**src/rtl/maria_vga_out.sv**
```systemverilog
// MARIA downstream video stage: 640x480@60 raster counters, UV-to-RGB palette lookup,
// and sync/blank/frame_start outputs aligned to RGB two cycles after vga_col/vga_row.
module maria_vga_out #(
  parameter int   H_VISIBLE   = 640,
  parameter int   H_FRONT     = 16,
  parameter int   H_SYNC      = 96,
  parameter int   H_BACK      = 48,
  parameter int   V_VISIBLE   = 480,
  parameter int   V_FRONT     = 10,
  parameter int   V_SYNC      = 2,
  parameter int   V_BACK      = 33,
  parameter logic SYNC_ACTIVE = 1'b0
) (
  input  logic       vidclk,
  input  logic       reset,
  output logic [9:0] vga_col,
  output logic [9:0] vga_row,
  input  logic [7:0] UV_in,
  output logic [3:0] red,
  output logic [3:0] green,
  output logic [3:0] blue,
  output logic       hsync,
  output logic       vsync,
  output logic       hblank,
  output logic       vblank,
  output logic       frame_start
);

  localparam logic [9:0] H_LAST   = 10'(H_VISIBLE + H_FRONT + H_SYNC + H_BACK - 1);
  localparam logic [9:0] V_LAST   = 10'(V_VISIBLE + V_FRONT + V_SYNC + V_BACK - 1);
  localparam logic [9:0] H_VIS    = 10'(H_VISIBLE);
  localparam logic [9:0] V_VIS    = 10'(V_VISIBLE);
  localparam logic [9:0] HS_BEGIN = 10'(H_VISIBLE + H_FRONT);
  localparam logic [9:0] HS_END   = 10'(H_VISIBLE + H_FRONT + H_SYNC);
  localparam logic [9:0] VS_BEGIN = 10'(V_VISIBLE + V_FRONT);
  localparam logic [9:0] VS_END   = 10'(V_VISIBLE + V_FRONT + V_SYNC);

  // Sync flags travel active-high internally; polarity is applied at the output register.
  typedef struct packed {
    logic hblank;
    logic vblank;
    logic hsync;
    logic vsync;
    logic frame_start;
  } flags_t;

  localparam flags_t FLAGS_IDLE = '{hblank: 1'b1, vblank: 1'b1, hsync: 1'b0,
                                    vsync: 1'b0, frame_start: 1'b0};

  function automatic logic [11:0] hue_base(input logic [3:0] hue);
    case (hue)
      4'd1:    hue_base = 12'hFD0;
      4'd2:    hue_base = 12'hFB0;
      4'd3:    hue_base = 12'hF80;
      4'd4:    hue_base = 12'hF55;
      4'd5:    hue_base = 12'hF5B;
      4'd6:    hue_base = 12'hC5F;
      4'd7:    hue_base = 12'h85F;
      4'd8:    hue_base = 12'h55F;
      4'd9:    hue_base = 12'h5AF;
      4'd10:   hue_base = 12'h5DF;
      4'd11:   hue_base = 12'h5FD;
      4'd12:   hue_base = 12'h5F8;
      4'd13:   hue_base = 12'h6F5;
      4'd14:   hue_base = 12'hAF4;
      4'd15:   hue_base = 12'hDE4;
      default: hue_base = 12'hFFF;
    endcase
  endfunction

  function automatic logic [3:0] chan(input logic [3:0] c, input int scale);
    return 4'((int'(c) * scale) / 16);
  endfunction

  // Hue 0 is exact greyscale; other hues scale the NTSC hue base by luma + 1.
  function automatic logic [256*12-1:0] build_palette();
    logic [256*12-1:0] p;
    logic [11:0]       base;
    int                scale;
    p = '0;
    for (int u = 0; u < 256; u++) begin
      scale = (u % 16) + 1;
      if (u < 16) begin
        p[u*12 +: 12] = {3{4'(u)}};
      end else begin
        base = hue_base(4'(u / 16));
        p[u*12 +: 12] = {chan(base[11:8], scale), chan(base[7:4], scale),
                         chan(base[3:0], scale)};
      end
    end
    return p;
  endfunction

  localparam logic [256*12-1:0] PALETTE = build_palette();

  logic [11:0] rom [256];
  for (genvar i = 0; i < 256; i++) begin : g_rom
    assign rom[i] = PALETTE[i*12 +: 12];
  end

  flags_t raw;
  flags_t s1;

  always_comb begin
    raw.hblank      = vga_col >= H_VIS;
    raw.vblank      = vga_row >= V_VIS;
    raw.hsync       = (vga_col >= HS_BEGIN) && (vga_col < HS_END);
    raw.vsync       = (vga_row >= VS_BEGIN) && (vga_row < VS_END);
    raw.frame_start = (vga_col == 10'd0) && (vga_row == 10'd0);
  end

  // NOTE: all state below uses non-blocking assignments so every register samples
  // pre-edge values and the pipeline stages stay exactly one cycle apart.
  always_ff @(posedge vidclk) begin
    if (reset) begin
      vga_col <= '0;
      vga_row <= '0;
    end else if (vga_col == H_LAST) begin
      vga_col <= '0;
      vga_row <= (vga_row == V_LAST) ? 10'd0 : vga_row + 10'd1;
    end else begin
      vga_col <= vga_col + 10'd1;
    end
  end

  // UV_in for the stage-1 coordinates arrives during stage 1, so the ROM read is the
  // stage-2 register; blanking is applied from the stage-1 flags at the same edge.
  always_ff @(posedge vidclk) begin
    if (reset) begin
      s1          <= FLAGS_IDLE;
      red         <= '0;
      green       <= '0;
      blue        <= '0;
      hblank      <= 1'b1;
      vblank      <= 1'b1;
      hsync       <= ~SYNC_ACTIVE;
      vsync       <= ~SYNC_ACTIVE;
      frame_start <= 1'b0;
    end else begin
      s1          <= raw;
      hblank      <= s1.hblank;
      vblank      <= s1.vblank;
      hsync       <= s1.hsync ? SYNC_ACTIVE : ~SYNC_ACTIVE;
      vsync       <= s1.vsync ? SYNC_ACTIVE : ~SYNC_ACTIVE;
      frame_start <= s1.frame_start;
      if (s1.hblank || s1.vblank) {red, green, blue} <= '0;
      else                        {red, green, blue} <= rom[UV_in];
    end
  end

endmodule

```
**config.mk**
```make
export PLATFORM = sky130hd
export DESIGN_NAME = maria_vga_out
export DESIGN_NICKNAME = d
export VERILOG_FILES = /design/src/rtl/maria_vga_out.sv
export SDC_FILE = /design/constraint.sdc
export NUM_CORES = 1
export LEC_CHECK = 0
export ABC_AREA = 1
export CORE_ASPECT_RATIO = 1.1
export CORE_MARGIN = 3
export CORE_UTILIZATION = 54
export DETAILED_ROUTE_END_ITERATION = 16
export MAX_ROUTING_LAYER = met4
export PLACE_DENSITY = 0.81
export RECOVER_POWER = 50
export SYNTH_ARGS = -nofsm -noshare
export SYNTH_HDL_FRONTEND = slang
export SYNTH_SLANG_ARGS = --single-unit
```
**constraint.sdc**
```tcl
create_clock -name vidclk -period 1.8 [get_ports vidclk]
set_input_delay 0.36 -clock vidclk [delete_from_list [all_inputs] [get_ports vidclk]]
set_output_delay 0.36 -clock vidclk [all_outputs]
set_load 0.005 [all_outputs]
```
==> flow_summary.json, run 1 <==
{
  "path_class": "reg -> out",
  "cp_slowest_cell": "clkdlybuf4s50_1",
  "layout_setup_ws_ns": 0.112,
  "power_mw": 2.19,
  "path_cells": "clkdlybuf4s50_1",
  "yosysSeqAreaShare": 0.285,
  "wirelength_microns": 9760,
  "leakage_nw": 1.90,
  "port_buffers": 46,
  "pre_cts_slack_ns": -0.356,
  "grt_max_degree": 20,
  "numCtsBuffers": 5,
  "met3_length_microns": 526,
  "layout_common_cells": "nand2_1, inv_1, buf_4",
  "area_growth_pct": 33.8,
  "place_hpwl_microns": 7630,
  "hold_path_startpoint": "s1[2]",
  "grt_first_pass_wirelength_microns": 16600,
  "post-route-util": 0.770,
  "final_common_cell": "nand2_1",
  "finClkSkew_ns": 0.00771,
  "hold_violations": 0,
  "antenna_found_initial": 0,
  "nNetsFinal": 601,
  "cts_buffer_depth": 2,
  "layout_worst_path_cycle_share": 0.938,
  "cp.depth": 1,
  "hp-class": "reg -> reg",
  "setup_viol": 0,
  "max_freq_mhz": 592,
  "row_count": 27,
  "antenna_cells": 0,
  "synth-async-reset-ratio": 0,
  "rr_startpoint": "vga_col[1]",
  "drc": 0,
  "initial_core_util": 0.576,
  "ir_drop_v": 0.000513,
  "synth_ff_type": "dfxtp_1",
  "path_buf_inv": 1,
  "nFillCells": 426,
  "seq_area_sq_um": 842,
  "maxSlewHeadroom": 0.755,
  "synth_edf_count": 0,
  "rsz0062_at_grt": "no",
  "drive_gt1_frac": 0.141,
  "die_w_microns": 76.5,
  "max_stage_delay_ns": 0.56,
  "powerDensity_nw_per_um2": 555,
  "arrival_ns": 1.33,
  "dieArea_sq_um": 6400,
  "critPathLaunch": "vga_col[7]",
  "synthesis.nets": 507,
  "worst_hold_slack_ns": 0.379,
  "die_height_microns": 83.6,
  "io-pin-count": 47,
  "endpoint_kind": "output pin",
  "clk_pin_slew_ns": 0.10,
  "min_path_cells": 1,
  "core_area_sq_um": 5130,
  "synth_warnings": 0,
  "wl_met2_microns": 5050,
  "grt-ovfl-total": 0,
  "critPathRequiredTime_ns": 1.44,
  "cts_htree_levels": 2,
  "yosysUniqueCellTypes": 34,
  "tritoncts": "built",
  "grt_pass1_vias": 3584,
  "cp_max_fo": 7,
  "first_pass_iters": 5,
  "synthesis.area_sq_um": 2960,
  "wire_per_inst_microns": 14.9,
  "reg2reg_depth": 8,
  "multi_input_area_sq_um": 1790,
  "grt_use_total": 0.324,
  "startpoint_type": "register",
  "clockRootBuffer": "clkbuf_8",
  "period_minus_slack_ns": 1.69,
  "status": "complete, no violations",
  "cts_num_sinks": 42,
  "vias": 3605,
  "postRouteAntennaNets": 0,
  "routabilityCongestion": 0.974,
  "worst_pin_slew_ns": 0.364,
  "top_layer": "met4",
  "max_cap_viol_count": 0,
  "ys_ff_latch": 42,
  "syn-instance-count": 486,
  "wl_met1_microns": 3780,
  "via_per_inst": 5.52,
  "first_iter_violations": 305,
  "syn_area_per_cell_sq_um": 6.08,
  "ctsHoldBuffers": 0,
  "critPathTopFamily": "buffers and inverters",
  "slew_viol_final": 0,
  "insertion_delay_ns": 0.31
}
## sequential cells by signal, indices dropped and copies added (netlist names)
register / count
blue: 4
red: 4
vblank: 1
hsync: 1
vga_col: 10
s1: 5
green: 4
hblank: 1
frame_start: 1
vsync: 1
vga_row: 10
## worst register-to-register path, cell delays in order (launching register included)
cell and delay (ns):
dfxtp_1 0.41, ha_1 0.20, nand2_1 0.11, nor2_4 0.17
nand3b_1 0.14, nor2_1 0.21, nand2_1 0.12, xor2_1 0.16
nor2_1 0.06
## report_power, final
group          total [mW]  switching [mW]  leakage [nW]  internal, mW
combinational       0.548           0.317          1.51         0.231
sequential          0.966          0.0144         0.342         0.951
clock               0.679           0.391        0.0467         0.288
total                2.19           0.723          1.90          1.47
## kinds of logic (layout without fill, tap and decap cells)
kind of cell	count (synthesis)	after routing	synth area share
and+or+nand+nor	283	283	0.417
buffers and inverters	78	173	0.113
AOI/OAI and AO/OA	65	65	0.118
DFF	42	42	0.285
adders and majority gates	11	11	0.0466
xor gates and xnor gates	7	7	0.0207
## per-layer routing
| metal | vias to the layer above | track usage |
|---|---|---|
| met3 | 40 | 0.0432 |
| met5 | - | - |
| met1 | 1645 | 0.342 |
| li1 | 1749 | - |
| met4 | 0 | 0.147 |
| met2 | 171 | 0.595 |
## synth_stat cells, types with 2 or more instances
library cell  count  share of area
ha_1             11          0.047
nor4_1            5          0.011
nor2_1           44          0.056
o21ai_0          17          0.029
nand3b_1          2         0.0051
o21ai_1           2         0.0034
buf_2             9          0.015
a21oi_1          34          0.058
dfxtp_1          42           0.28
nand4_1           8          0.017
xnor2_1           2         0.0059
nor2_2            2         0.0042
a31oi_1           3         0.0064
nand3_1          53          0.090
xor2_1            5          0.015
o22ai_1           3         0.0064
nor2_4            2         0.0076
clkbuf_1          2         0.0025
o211ai_1          4          0.010
nand2_1         153           0.19
inv_1            56          0.071
or2_2             3         0.0064
inv_2             3         0.0038
buf_4             5          0.013
nor3_1            7          0.012
## worst paths after layout
check	end	slack, ns
worst max-delay path	vga_col[7]	0.11
worst min-delay path	hsync	0.38
worst max register to register	vga_row[4]	0.13
worst min register to register	hsync	0.38
## cell type report
| type | count | share of cell area |
|---|---|---|
| multi-input cells | 366 | 0.452 |
| well taps | 72 | 0.0228 |
| inverters | 61 | 0.0585 |
| clock inverters | 3 | 0.00696 |
| clock buffers | 5 | 0.0174 |
| flip-flops and latches | 42 | 0.213 |
| repair buffers | 104 | 0.229 |
## timing repair
action | 4_1_cts | 5_1_grt
hold endpoints to repair | 0 | 0
endpoints found under the setup margin | 5 | 10
gates resized for setup | 3 | 5
buffers inserted | 0 | 0
## stage by stage
step,area (sq um),TNS (ns),instances
finish,3960,0,653
CTS,3950,0,653
global placement,3850,-2.77,645
global route,3960,0,653
detailed placement,3850,-3.40,645
floorplan,2960,0,486
(Power assumes the default switching activity.)
==> run 2: changes to the inputs <==
==> constraint.sdc (replaced) <==
create_clock -name vidclk -period 1.8 [get_ports vidclk]
set_input_delay 0.27 -clock vidclk [delete_from_list [all_inputs] [get_ports vidclk]]
set_output_delay 0.27 -clock vidclk [all_outputs]
set_load 0.005 [all_outputs]
==> flow_summary.json, run 2 (same netlist as run 1, synthesis figures left out) <==
{
  "status": "complete, no violations",
  "wire_per_inst_microns": 15.4,
  "power_mw": 2.21,
  "cts_num_sinks": 42,
  "arrival_ns": 1.94,
  "critPathRequiredTime_ns": 2.05,
  "core_area_sq_um": 5130,
  "path_class": "in -> reg",
  "final_common_cell": "nand2_1",
  "nFillCells": 386,
  "layout.cells.non_filler": 662,
  "period_minus_slack_ns": 1.70,
  "grt-ovfl-total": 0,
  "insertion_delay_ns": 0.31,
  "wirelength_microns": 10200,
  "grt_pass1_vias": 3804,
  "grt_first_pass_wirelength_microns": 17100,
  "grt_use_total": 0.335,
  "antenna_cells": 0,
  "worst_pin_slew_ns": 0.364,
  "initial_core_util": 0.576,
  "ctsHoldBuffers": 0,
  "ir_drop_v": 0.000382,
  "max_cap_viol_count": 0,
  "first_iter_violations": 369,
  "fin_area_sq_um": 4030,
  "drive_gt1_frac": 0.153,
  "tritoncts": "built",
  "setup_viol": 0,
  "cp_max_fo": 6,
  "slew_viol_final": 0,
  "via_per_inst": 5.74,
  "hold_violations": 0,
  "numCtsBuffers": 5,
  "dieArea_sq_um": 6400,
  "path_cells": "dlygate4sd3_1 > nand3_1 > buf_4 > o21ai_0 > o21ai_0 > nand2_1 > nand2_1 > nor2_1",
  "startpoint_type": "input port",
  "antenna_found_initial": 0,
  "die_height_microns": 83.6,
  "grt_max_degree": 20,
  "nNetsFinal": 610,
  "maxSlewHeadroom": 0.755,
  "vias": 3803,
  "hp-class": "reg -> reg",
  "reg2reg_slack_ns": 0.13,
  "reg_top3": "vga_col: 10 flops, vga_row: 10 flops, s1: 5 flops",
  "place_area_sq_um": 3930,
  "row_count": 27,
  "drc": 0,
  "port_buffers": 46,
  "first_pass_iters": 6,
  "postRouteAntennaNets": 0,
  "cp_slowest_cell": "dlygate4sd3_1",
  "finClkSkew_ns": 0.00908,
  "layout_worst_path_cycle_share": 0.943,
  "leakage_nw": 1.96,
  "dpl.cell_count": 654,
  "max_freq_mhz": 589,
  "io-pin-count": 47,
  "clockRootBuffer": "clkbuf_8",
  "cts_buffer_depth": 2,
  "post-cts-setup-buffers": 0,
  "routabilityCongestion": 0.986,
  "powerDensity_nw_per_um2": 549,
  "area_growth_pct": 36.3,
  "clk_pin_slew_ns": 0.10,
  "worst_hold_slack_ns": 0.389,
  "place_hpwl_microns": 7800,
  "endpoint_kind": "register",
  "die_w_microns": 76.5,
  "cts_htree_levels": 2,
  "layout_common_cells": "nand2_1, buf_4, inv_1",
  "max_stage_delay_ns": 0.69
}
==> run 2: metal layers <==
metal	GRT usage	part of all wire	vias to the layer above
li1	-	-	1773
met1	0.345	0.35	1700
met2	0.578	0.49	241
met3	0.0518	0.071	89
met4	0.244	0.082	0
met5	-	0	-
==> run 2: what timing repair did <==
item                       CTS  global route
pin swaps                    0             0
gates resized for setup      4             3
setup endpoints to repair    1            11
==> run 2: path summary, 6_finish.rpt <==
kind              startpoint    endpoint  cells past startpoint
setup / recovery    UV_in[5]    green[2]                      8
hold / removal         s1[1]       vsync                      1
setup reg to reg  vga_col[0]  vga_row[9]                      8
hold reg to reg        s1[1]       vsync                      1
==> run 2: worst max-delay path: cells and delay by family <==
kind	cells	cell delay, ns
simple gates	4	0.39
buf+inv	2	0.86
compound gates	2	0.42
==> run 2: area by class of cell <==
class                      count  area [sq um]  area share
clock inverter                 3          27.5     0.00683
tap                           72          90.1      0.0224
multi-input combinational    366          1790       0.443
clock buffer                   5          68.8      0.0171
sequential                    42           841       0.209
inverter                      61           231      0.0575
timing repair buffer         113           983       0.244
==> run 2: metrics by stage <==
step | TNS [ns] | utilization | worst slack, ns
floorplan | 0 | - | 0.351
global placement | -1.34 | 0.766 | -0.169
detailed placement | -2.15 | 0.766 | -0.276
CTS | 0 | 0.785 | 0.0835
global route | -0.00343 | 0.785 | -0.00343
finish | 0 | 0.785 | 0.103
==> run 2: power breakdown <==
part           switching [mW]  internal, mW
sequential             0.0147         0.951
combinational           0.328         0.244
clock                   0.387         0.288
total                   0.729          1.48
